<file path="src/rtl/sync_exec.sv">
// Timed burst executor: arms on a command, waits for TIME_START, then runs blank/pulse/blank and requests the next command.
// Optional linear-FM stepping of FREQ_OUT is compiled in with SYNC_EXEC_LFM_EN.
module sync_exec #(
    parameter int unsigned REQ_LEN        = 4,
    parameter int unsigned TRACE_EN_DUMMY = 0
) (
    input  logic        CLK,
    input  logic        rst_n,
    input  logic [63:0] TIME,
    input  logic        DATA_WR,
    input  logic [47:0] FREQ,
    input  logic [47:0] FREQ_STEP,
    input  logic [31:0] FREQ_RATE,
    input  logic [63:0] TIME_START,
    input  logic [15:0] N_impulse,
    input  logic [1:0]  TYPE_impulse,
    input  logic [31:0] Interval_Ti,
    input  logic [31:0] Interval_Tp,
    input  logic [31:0] Tblank1,
    input  logic [31:0] Tblank2,
    output logic        REQ_COMM,
    output logic        IMP,
    output logic        BLANK,
    output logic [47:0] FREQ_OUT,
    output logic        FREQ_LD,
    output logic        BUSY,
    output logic        ERR_LATE
);

    // IDLE: no command | ARMED: waiting for start time | BLANK1: pre-blank
    // PULSE: pulse periods | BLANK2: post-blank | DONE: REQ_COMM for REQ_LEN clocks
    typedef enum logic [2:0] {IDLE, ARMED, BLANK1, PULSE, BLANK2, DONE} state_t;

    typedef struct packed {
        logic [47:0] freq;
        logic [47:0] step;
        logic [31:0] rate;
        logic [63:0] tstart;
        logic [15:0] n;
        logic [1:0]  typ;
        logic [31:0] ti;
        logic [31:0] tp;
        logic [31:0] tb1;
        logic [31:0] tb2;
    } cmd_t;

    localparam logic [31:0] REQ_LAST = 32'(REQ_LEN - 1);

    state_t      state_q, state_d;
    cmd_t        cur_q, cur_d, sh_q, sh_d, wr_cmd, acc_cmd;
    logic        sh_vld_q, sh_vld_d;
    logic [31:0] cnt_q, cnt_d;
    logic [15:0] pls_q, pls_d;
    logic        err_q, err_d;
    logic [47:0] freq_q, freq_d;
    logic        ld_q, ld_d;
    logic [31:0] per_w, thr_w;
    logic        accept, start_ev, per_start;
    logic        from_start, from_b1, from_pl, go_done;
`ifdef SYNC_EXEC_LFM_EN
    logic [31:0] rate_q, rate_d;
`endif

    assign wr_cmd = '{freq: FREQ, step: FREQ_STEP, rate: FREQ_RATE, tstart: TIME_START,
                      n: N_impulse, typ: TYPE_impulse, ti: Interval_Ti, tp: Interval_Tp,
                      tb1: Tblank1, tb2: Tblank2};

    // A zero-length period would underflow the down-counter, so it runs as one clock.
    always_comb begin
        per_w = (cur_q.tp > cur_q.ti) ? cur_q.tp : cur_q.ti;
        if (per_w == 32'd0) per_w = 32'd1;
        thr_w = per_w - cur_q.ti;
    end

    always_comb begin
        state_d    = state_q;
        cur_d      = cur_q;
        sh_d       = sh_q;
        sh_vld_d   = sh_vld_q;
        cnt_d      = cnt_q;
        pls_d      = pls_q;
        err_d      = err_q;
        acc_cmd    = wr_cmd;
        accept     = 1'b0;
        start_ev   = 1'b0;
        per_start  = 1'b0;
        from_start = 1'b0;
        from_b1    = 1'b0;
        from_pl    = 1'b0;
        go_done    = 1'b0;

        case (state_q)
            IDLE: accept = DATA_WR;
            ARMED: begin
                if (DATA_WR) begin
                    accept = 1'b1;
                end else if (TIME >= cur_q.tstart) begin
                    start_ev   = 1'b1;
                    from_start = 1'b1;
                end
            end
            BLANK1, PULSE, BLANK2: begin
                if (DATA_WR) begin
                    sh_d     = wr_cmd;
                    sh_vld_d = 1'b1;
                end
                if (cnt_q != 32'd0) begin
                    cnt_d = cnt_q - 32'd1;
                end else if (state_q == BLANK1) begin
                    from_b1 = 1'b1;
                end else if (state_q == BLANK2) begin
                    go_done = 1'b1;
                end else if (pls_q != 16'd0) begin
                    pls_d     = pls_q - 16'd1;
                    cnt_d     = per_w - 32'd1;
                    per_start = 1'b1;
                end else begin
                    from_pl = 1'b1;
                end
            end
            DONE: begin
                if (cnt_q != 32'd0) begin
                    cnt_d = cnt_q - 32'd1;
                    if (DATA_WR) begin
                        sh_d     = wr_cmd;
                        sh_vld_d = 1'b1;
                    end
                end else if (DATA_WR) begin
                    accept = 1'b1;
                end else if (sh_vld_q) begin
                    accept   = 1'b1;
                    acc_cmd  = sh_q;
                    sh_vld_d = 1'b0;
                end else begin
                    state_d = IDLE;
                end
            end
            default: state_d = IDLE;
        endcase

        // Zero-length phases fall through to the next one in the same clock.
        if (from_start) begin
            if (cur_q.tb1 != 32'd0) begin
                state_d = BLANK1;
                cnt_d   = cur_q.tb1 - 32'd1;
            end else begin
                from_b1 = 1'b1;
            end
        end
        if (from_b1) begin
            if (cur_q.n != 16'd0) begin
                state_d   = PULSE;
                cnt_d     = per_w - 32'd1;
                pls_d     = cur_q.n - 16'd1;
                per_start = 1'b1;
            end else begin
                from_pl = 1'b1;
            end
        end
        if (from_pl) begin
            if (cur_q.tb2 != 32'd0) begin
                state_d = BLANK2;
                cnt_d   = cur_q.tb2 - 32'd1;
            end else begin
                go_done = 1'b1;
            end
        end
        if (go_done) begin
            state_d = DONE;
            cnt_d   = REQ_LAST;
        end
        if (accept) begin
            if (acc_cmd.tstart < TIME) begin
                err_d   = 1'b1;
                state_d = DONE;
                cnt_d   = REQ_LAST;
            end else begin
                err_d   = 1'b0;
                cur_d   = acc_cmd;
                state_d = ARMED;
                cnt_d   = 32'd0;
            end
        end
    end

    always_comb begin
        freq_d = freq_q;
        if (start_ev) freq_d = cur_q.freq;
`ifdef SYNC_EXEC_LFM_EN
        rate_d = rate_q;
        if (per_start) begin
            freq_d = cur_q.freq;
            rate_d = cur_q.rate - 32'd1;
        end else if (state_q == PULSE && cnt_q != 32'd0 && cur_q.typ == 2'd1 &&
                     cur_q.rate != 32'd0) begin
            if (rate_q == 32'd0) begin
                freq_d = freq_q + cur_q.step;
                rate_d = cur_q.rate - 32'd1;
            end else begin
                rate_d = rate_q - 32'd1;
            end
        end
`endif
        ld_d = start_ev || (freq_d != freq_q);
    end

    always_ff @(posedge CLK or negedge rst_n) begin
        if (!rst_n) begin
            state_q  <= IDLE;
            cur_q    <= '0;
            sh_q     <= '0;
            sh_vld_q <= 1'b0;
            cnt_q    <= '0;
            pls_q    <= '0;
            err_q    <= 1'b0;
            freq_q   <= '0;
            ld_q     <= 1'b0;
        end else begin
            state_q  <= state_d;
            cur_q    <= cur_d;
            sh_q     <= sh_d;
            sh_vld_q <= sh_vld_d;
            cnt_q    <= cnt_d;
            pls_q    <= pls_d;
            err_q    <= err_d;
            freq_q   <= freq_d;
            ld_q     <= ld_d;
        end
    end

`ifdef SYNC_EXEC_LFM_EN
    always_ff @(posedge CLK or negedge rst_n) begin
        if (!rst_n) rate_q <= '0;
        else        rate_q <= rate_d;
    end

    logic unused_w;
    assign unused_w = (TRACE_EN_DUMMY != 0);
`else
    logic unused_w;
    assign unused_w = ^{cur_q.step, cur_q.rate, cur_q.typ, per_start, (TRACE_EN_DUMMY != 0)};
`endif

    assign REQ_COMM = (state_q == DONE);
    assign BUSY     = (state_q != IDLE);
    assign BLANK    = (state_q == BLANK1) || (state_q == BLANK2);
    assign IMP      = (state_q == PULSE) && (cnt_q >= thr_w);
    assign FREQ_OUT = freq_q;
    assign FREQ_LD  = ld_q;
    assign ERR_LATE = err_q;

endmodule

</file>
<file path="config.mk">
export PLATFORM = sky130hd
export DESIGN_NAME = sync_exec
export DESIGN_NICKNAME = d
export VERILOG_FILES = /design/src/rtl/sync_exec.sv
export SDC_FILE = /design/constraint.sdc
export NUM_CORES = 1
export LEC_CHECK = 0
export BUFFER_PORTS_ARGS = -buffer_cell sky130_fd_sc_hd__buf_2
export CORE_ASPECT_RATIO = 0.5
export CORE_MARGIN = 3
export CORE_UTILIZATION = 60
export CTS_CLUSTER_DIAMETER = 50
export DETAILED_ROUTE_END_ITERATION = 10
export PLACE_DENSITY = 0.92
export SLEW_MARGIN = 5
export SYNTH_ARGS = -nofsm -noshare
export SYNTH_HDL_FRONTEND = slang
export SYNTH_SLANG_ARGS = --single-unit
</file>
<file path="constraint.sdc">
create_clock -name CLK -period 13.9 [get_ports CLK]
set_input_delay 2.085 -clock CLK [delete_from_list [all_inputs] [get_ports CLK]]
set_output_delay 2.085 -clock CLK [all_outputs]
set_load 0.03 [all_outputs]
</file>
Yosys cells after proc, flatten, opt, wreduce, memory -nomap -nowiden. Cells that the tools add are included.

Add/sub/neg operators: 7. $lt $le $gt $ge: 4. Eq/ne operators: 8. Mux-type cells: 76. Bitwise gates (word level): 1. Reductions and logical operators: 17.

Operator list (number): 2-to-1 mux 338 bit (6); case mux 338 bit (2 select lines) (1); 2-to-1 mux 32 bit (15); subtractor 32 x 1 -> 32 bit, second input constant (4); 2-to-1 mux 16 bit (7); nonzero test 32 bit (3); >= comparator 64 bit (1); < comparator 64 bit (1); case mux 32 bit (2 select lines) (1); 2-to-1 mux 48 bit (1); inequality test 48 bit (1); 2-to-1 mux 3 bit (12); >= comparator 32 bit (1); > comparator 32 bit (1); logical NOT 32 bit (1); nonzero test 16 bit (2); subtractor 16 x 1 -> 16 bit, second input constant (2); subtractor 32 bit (1); 2-to-1 mux 1 bit (29); == test 3 x 2 -> 1 bit, second input constant (2); == test 3 bit, second input constant (2); case mux 3 bit (2 select lines) (1); AND reduction 2 bit (3); OR reduction 5 bit (1); other kinds (13) (14).

Bits in registers: 696. Output and inout port bits: 54.

Logic depth before layout (Yosys ltp).
Depth after elaboration: 18. Gate-level depth with buffers: 42.

Worst setup path before layout. OpenSTA, ideal clock, no wires.

Path type: reg-to-output. From: register cur_q[106] (netlist name). To: output port IMP. Arrival: 7962 ps. Required time: 11815 ps. Setup slack: 3853 ps. Stages on the path, launching flop included: 37. Buffers on the path: 6. Cells stage by stage: dfrtp_1 > clkbuf_1 > inv_1 > ha_1 > nand4_1 > nor2_1 > o2bb2ai_1 > o41ai_1 > nand2_1 > clkbuf_1 > clkbuf_1 > clkbuf_1 > clkbuf_1 > nand2_1 > a21boi_0 > inv_1 > fa_1 > a21o_1 > a21oi_1 > o21ai_0 > and2_1 > clkbuf_1 > and4_1 > a211oi_1 > o32a_1 > o2111a_1 > o21ai_0 > o2111ai_1 > nand2_1 > xnor2_1 > ha_1 > nand4_1 > nor3_1 > nand3_1 > nor4_1 > o41ai_1 > a21oi_1.

Longest elaborated chain between the ends: 7.

RTL lines: start, declared (RTL line 50) `cmd_t cur_q, cur_d, sh_q, sh_d, wr_cmd, acc_cmd;`; start signal, assigned (RTL line 220) `cur_q <= cur_d;`; > comparator 32 bit (RTL line 70) `per_w = (cur_q.tp > cur_q.ti) ? cur_q.tp : cur_q.ti;`; 2-to-1 mux 32 bit (RTL line 70); logical NOT 32 bit (RTL line 71) `if (per_w == 32'd0) per_w = 32'd1;`; 2-to-1 mux 32 bit (RTL line 71); subtractor 32 bit * (RTL line 72) `thr_w = per_w - cur_q.ti;`; >= comparator 32 bit * (RTL line 247) `assign IMP = (state_q == PULSE) && (cnt_q >= thr_w);`; logical AND 1 bit * (RTL line 247); end, declared (RTL line 22) `output logic IMP,`.

Every way passes the cells marked *; elsewhere a longest branch is shown, timed or not.

Worst setup path after layout. Same ends and word-level chain as after synthesis.

==> results.tsv <==
metric	value	unit
Synth top area share	41.9	%
worst hold path class	flop to flop	
synth cell count leaders	dfrtp_1, mux2_2, nand2_1, ha_1, mux2i_1	
Rows	63	
post-synth cell types	79	
CP max stage cell	a32o_1	
final worst setup slack	1920	ps
Crit path required time	11810	ps
Syn Area/Cell	10.2	um2
peak supply drop	0.180	mV
endpoints failing setup	0	
RSZ-0062 raised after global routing	false	
H-tree lvl count	2	
Mapped Nets	4213	
Sink Count	614	
Slew HR	12.6	%
first-pass GRT wire length	177000	um
DP HPWL	80400	um
max-cap violations	0	
via density per instance	6.42	
die width	356	um
Die H	181	um
Netlist Area Pre-Place	0.0367	mm2
number of nets with antenna violations after routing	0	
Max FO, Critical Path	73	
pin count of the biggest net entering global routing	154	
Area contributors post-synth	dfrtp_1, mux2_2, ha_1, mux2i_1, nand2_1	
crit path launch type	flop	
ys flop type	dfrtp_1	
Detailed Route WL	116000	um
clock skew after layout	69.3	ps
most frequent cell after synthesis	dfrtp_1	
routed length per instance	24.2	um
asr flop ratio synth	100	%
Leakage	0.0188	uW
minimum clock period	11980	ps
clk_lat worst skew	650	ps
CP endpoint kind	output port	
Worst Path Buf+Inv	4	
final slew viol count	0	
Total GRT Usage	35.0	%
synth warn	0	
# resized after CTS	0	
Top delay family on crit path	compound AO/OA/AOI/OAI gates	
die area	0.0643	mm2
Tightest Pin Transition	1310	ps
power per cell area	263	mW/mm2
pre-CTS worst setup slack	2840	ps
Vias	30700	
initial antenna violation count	51	
Worst EP arrival	9890	ps
status	finished clean	
Final #Nets	4510	
# fillers	4102	
FMAX	0.0835	GHz
Ports	459	
core area	0.0598	mm2
grt total ovfl	0	
WHS	483	ps
Area growth syn-to-layout	12.5	%
clock root cell	clkbuf_16	
Fin Setup TNS	0	ps
CP peak stage delay	630	ps
routability cong.	1.02	
DR pass1 iterations	7	
flops & latches, synth	614	
initial DRC count	3484	
Post-CTS Setup Bufs	0	
Clock Tree Buf Depth	3	
hold buffers post-CTS	0	
DRC Markers	0	
CTS tree	built	
number of global-route vias before repair	30900	
port buffer count	376	
Clk pin slew, worst setup/hold paths	70	ps
post-layout util	68.9	%
Num CTS Buffers	55	
most frequent CP cell	ha_1	
EDFF count, synth	0	
initial core utilization	61.3	%
Hold Vio Cnt, Final	0	
share of cells above drive strength 1	24.2	%
top cell type by total area after synthesis	dfrtp_1	
WS Path Type	flop to output port	
register area share after synthesis	41.9	%
Tcrit/Tclk final	86.2	%
Synth Instances	3581	
## sequential cells by signal (all words and copies together), names as in the netlist
register	cells
sh_vld_q	1
ERR_LATE	1
state_q	3
cur_q	256
sh_q	256
pls_q	16
cnt_q	32
FREQ_LD	1
FREQ_OUT	48
## final timing paths
kind	from	end	slack, ps	depth (start not counted)
max	cur_q[106]	IMP	1920	32
min	cur_q[322]	cur_q[322]	480	2
max reg2reg	cnt_q[7]	cur_q[298]	4980	23
min reg2reg	cur_q[322]	cur_q[322]	480	2
max in group asynchronous	rst_n	cur_q[168]	9830	3
min in group asynchronous	rst_n	sh_q[106]	1510	1
## cell usage in the layout, fill, tap and decap left out, drive strengths merged, types with 17 or more instances in the layout
cell | synthesis | final
dfrtp | 614 | 614
mux2 | 432 | 432
buf | 51 | 409
nand2 | 333 | 333
o21ai | 316 | 316
ha | 226 | 226
mux2i | 213 | 213
inv | 200 | 205
a21oi | 155 | 155
nor2 | 140 | 140
xnor2 | 98 | 98
nor3 | 92 | 92
a21o | 74 | 74
clkbuf | 118 | 68
nor4 | 50 | 50
diode | 0 | 49
xor2 | 47 | 47
nand4 | 44 | 44
nand3 | 42 | 42
or3 | 29 | 29
nor2b | 26 | 26
nand2b | 24 | 24
a31oi | 22 | 22
a211oi | 21 | 21
o211ai | 18 | 18
or4 | 17 | 17
## report_power, final
group	internal, uW	total (uW)	switching, uW
clock network	948	1700	751
logic	2350	5730	3380
registers	2640	3410	779
total	5930	10800	4910
## logic make-up after synthesis
| family | after synthesis | share of synthesized area (%) |
|---|---|---|
| AOI/OAI and AO/OA | 730 | 12.0 |
| xor gates and xnor gates | 145 | 3.46 |
| adders and majority gates | 228 | 7.80 |
| buffers and inverters | 369 | 4.04 |
| DFF | 614 | 41.9 |
| muxes | 645 | 19.6 |
| and+or+nand+nor | 850 | 11.1 |
## layer usage
layer,wire (um),track usage (%)
met5,62,0
met2,54100,56.1
met4,7570,20.1
met3,9340,7.79
met1,44600,43.9
## through the flow
stage	power, uW	std cells	cell area, um2
finish	10800	4781	41200
global route	11500	4779	41200
CTS	10700	4732	41100
detailed placement	8860	4633	39100
global placement	8580	4633	39100
floorplan	7150	3581	36700
## worst reg2reg max path, cell delays in order (launching register included)
cell and delay [ps]:
dfrtp_1 490, or4_1 690, or3_1 430, nor4_4 360, nand2_2 410, nor3_4 280
buf_4 590, buf_12 660, mux2_2 500, ha_1 300, a21o_1 170, a21o_1 180
a21o_1 180, a21o_1 180, a21o_1 180, a21o_1 190, a21oi_1 150, or3_1 170
o2111ai_1 280, o311ai_4 370, buf_4 680, buf_4 960, nand2_1 290, o21ai_1 180
## area by class of cell
cell class | count | area [um2] | area share, %
multi-input combinational | 2598 | 19800 | 48.1
sequential | 614 | 15400 | 37.3
timing repair buffer | 409 | 2160 | 5.25
clock buffer | 68 | 1510 | 3.65
tap | 812 | 1020 | 2.46
inverter | 200 | 751 | 1.82
clock inverter | 31 | 469 | 1.14
antenna | 49 | 123 | 0.297
Note: power is estimated with default switching activity, not from simulation.
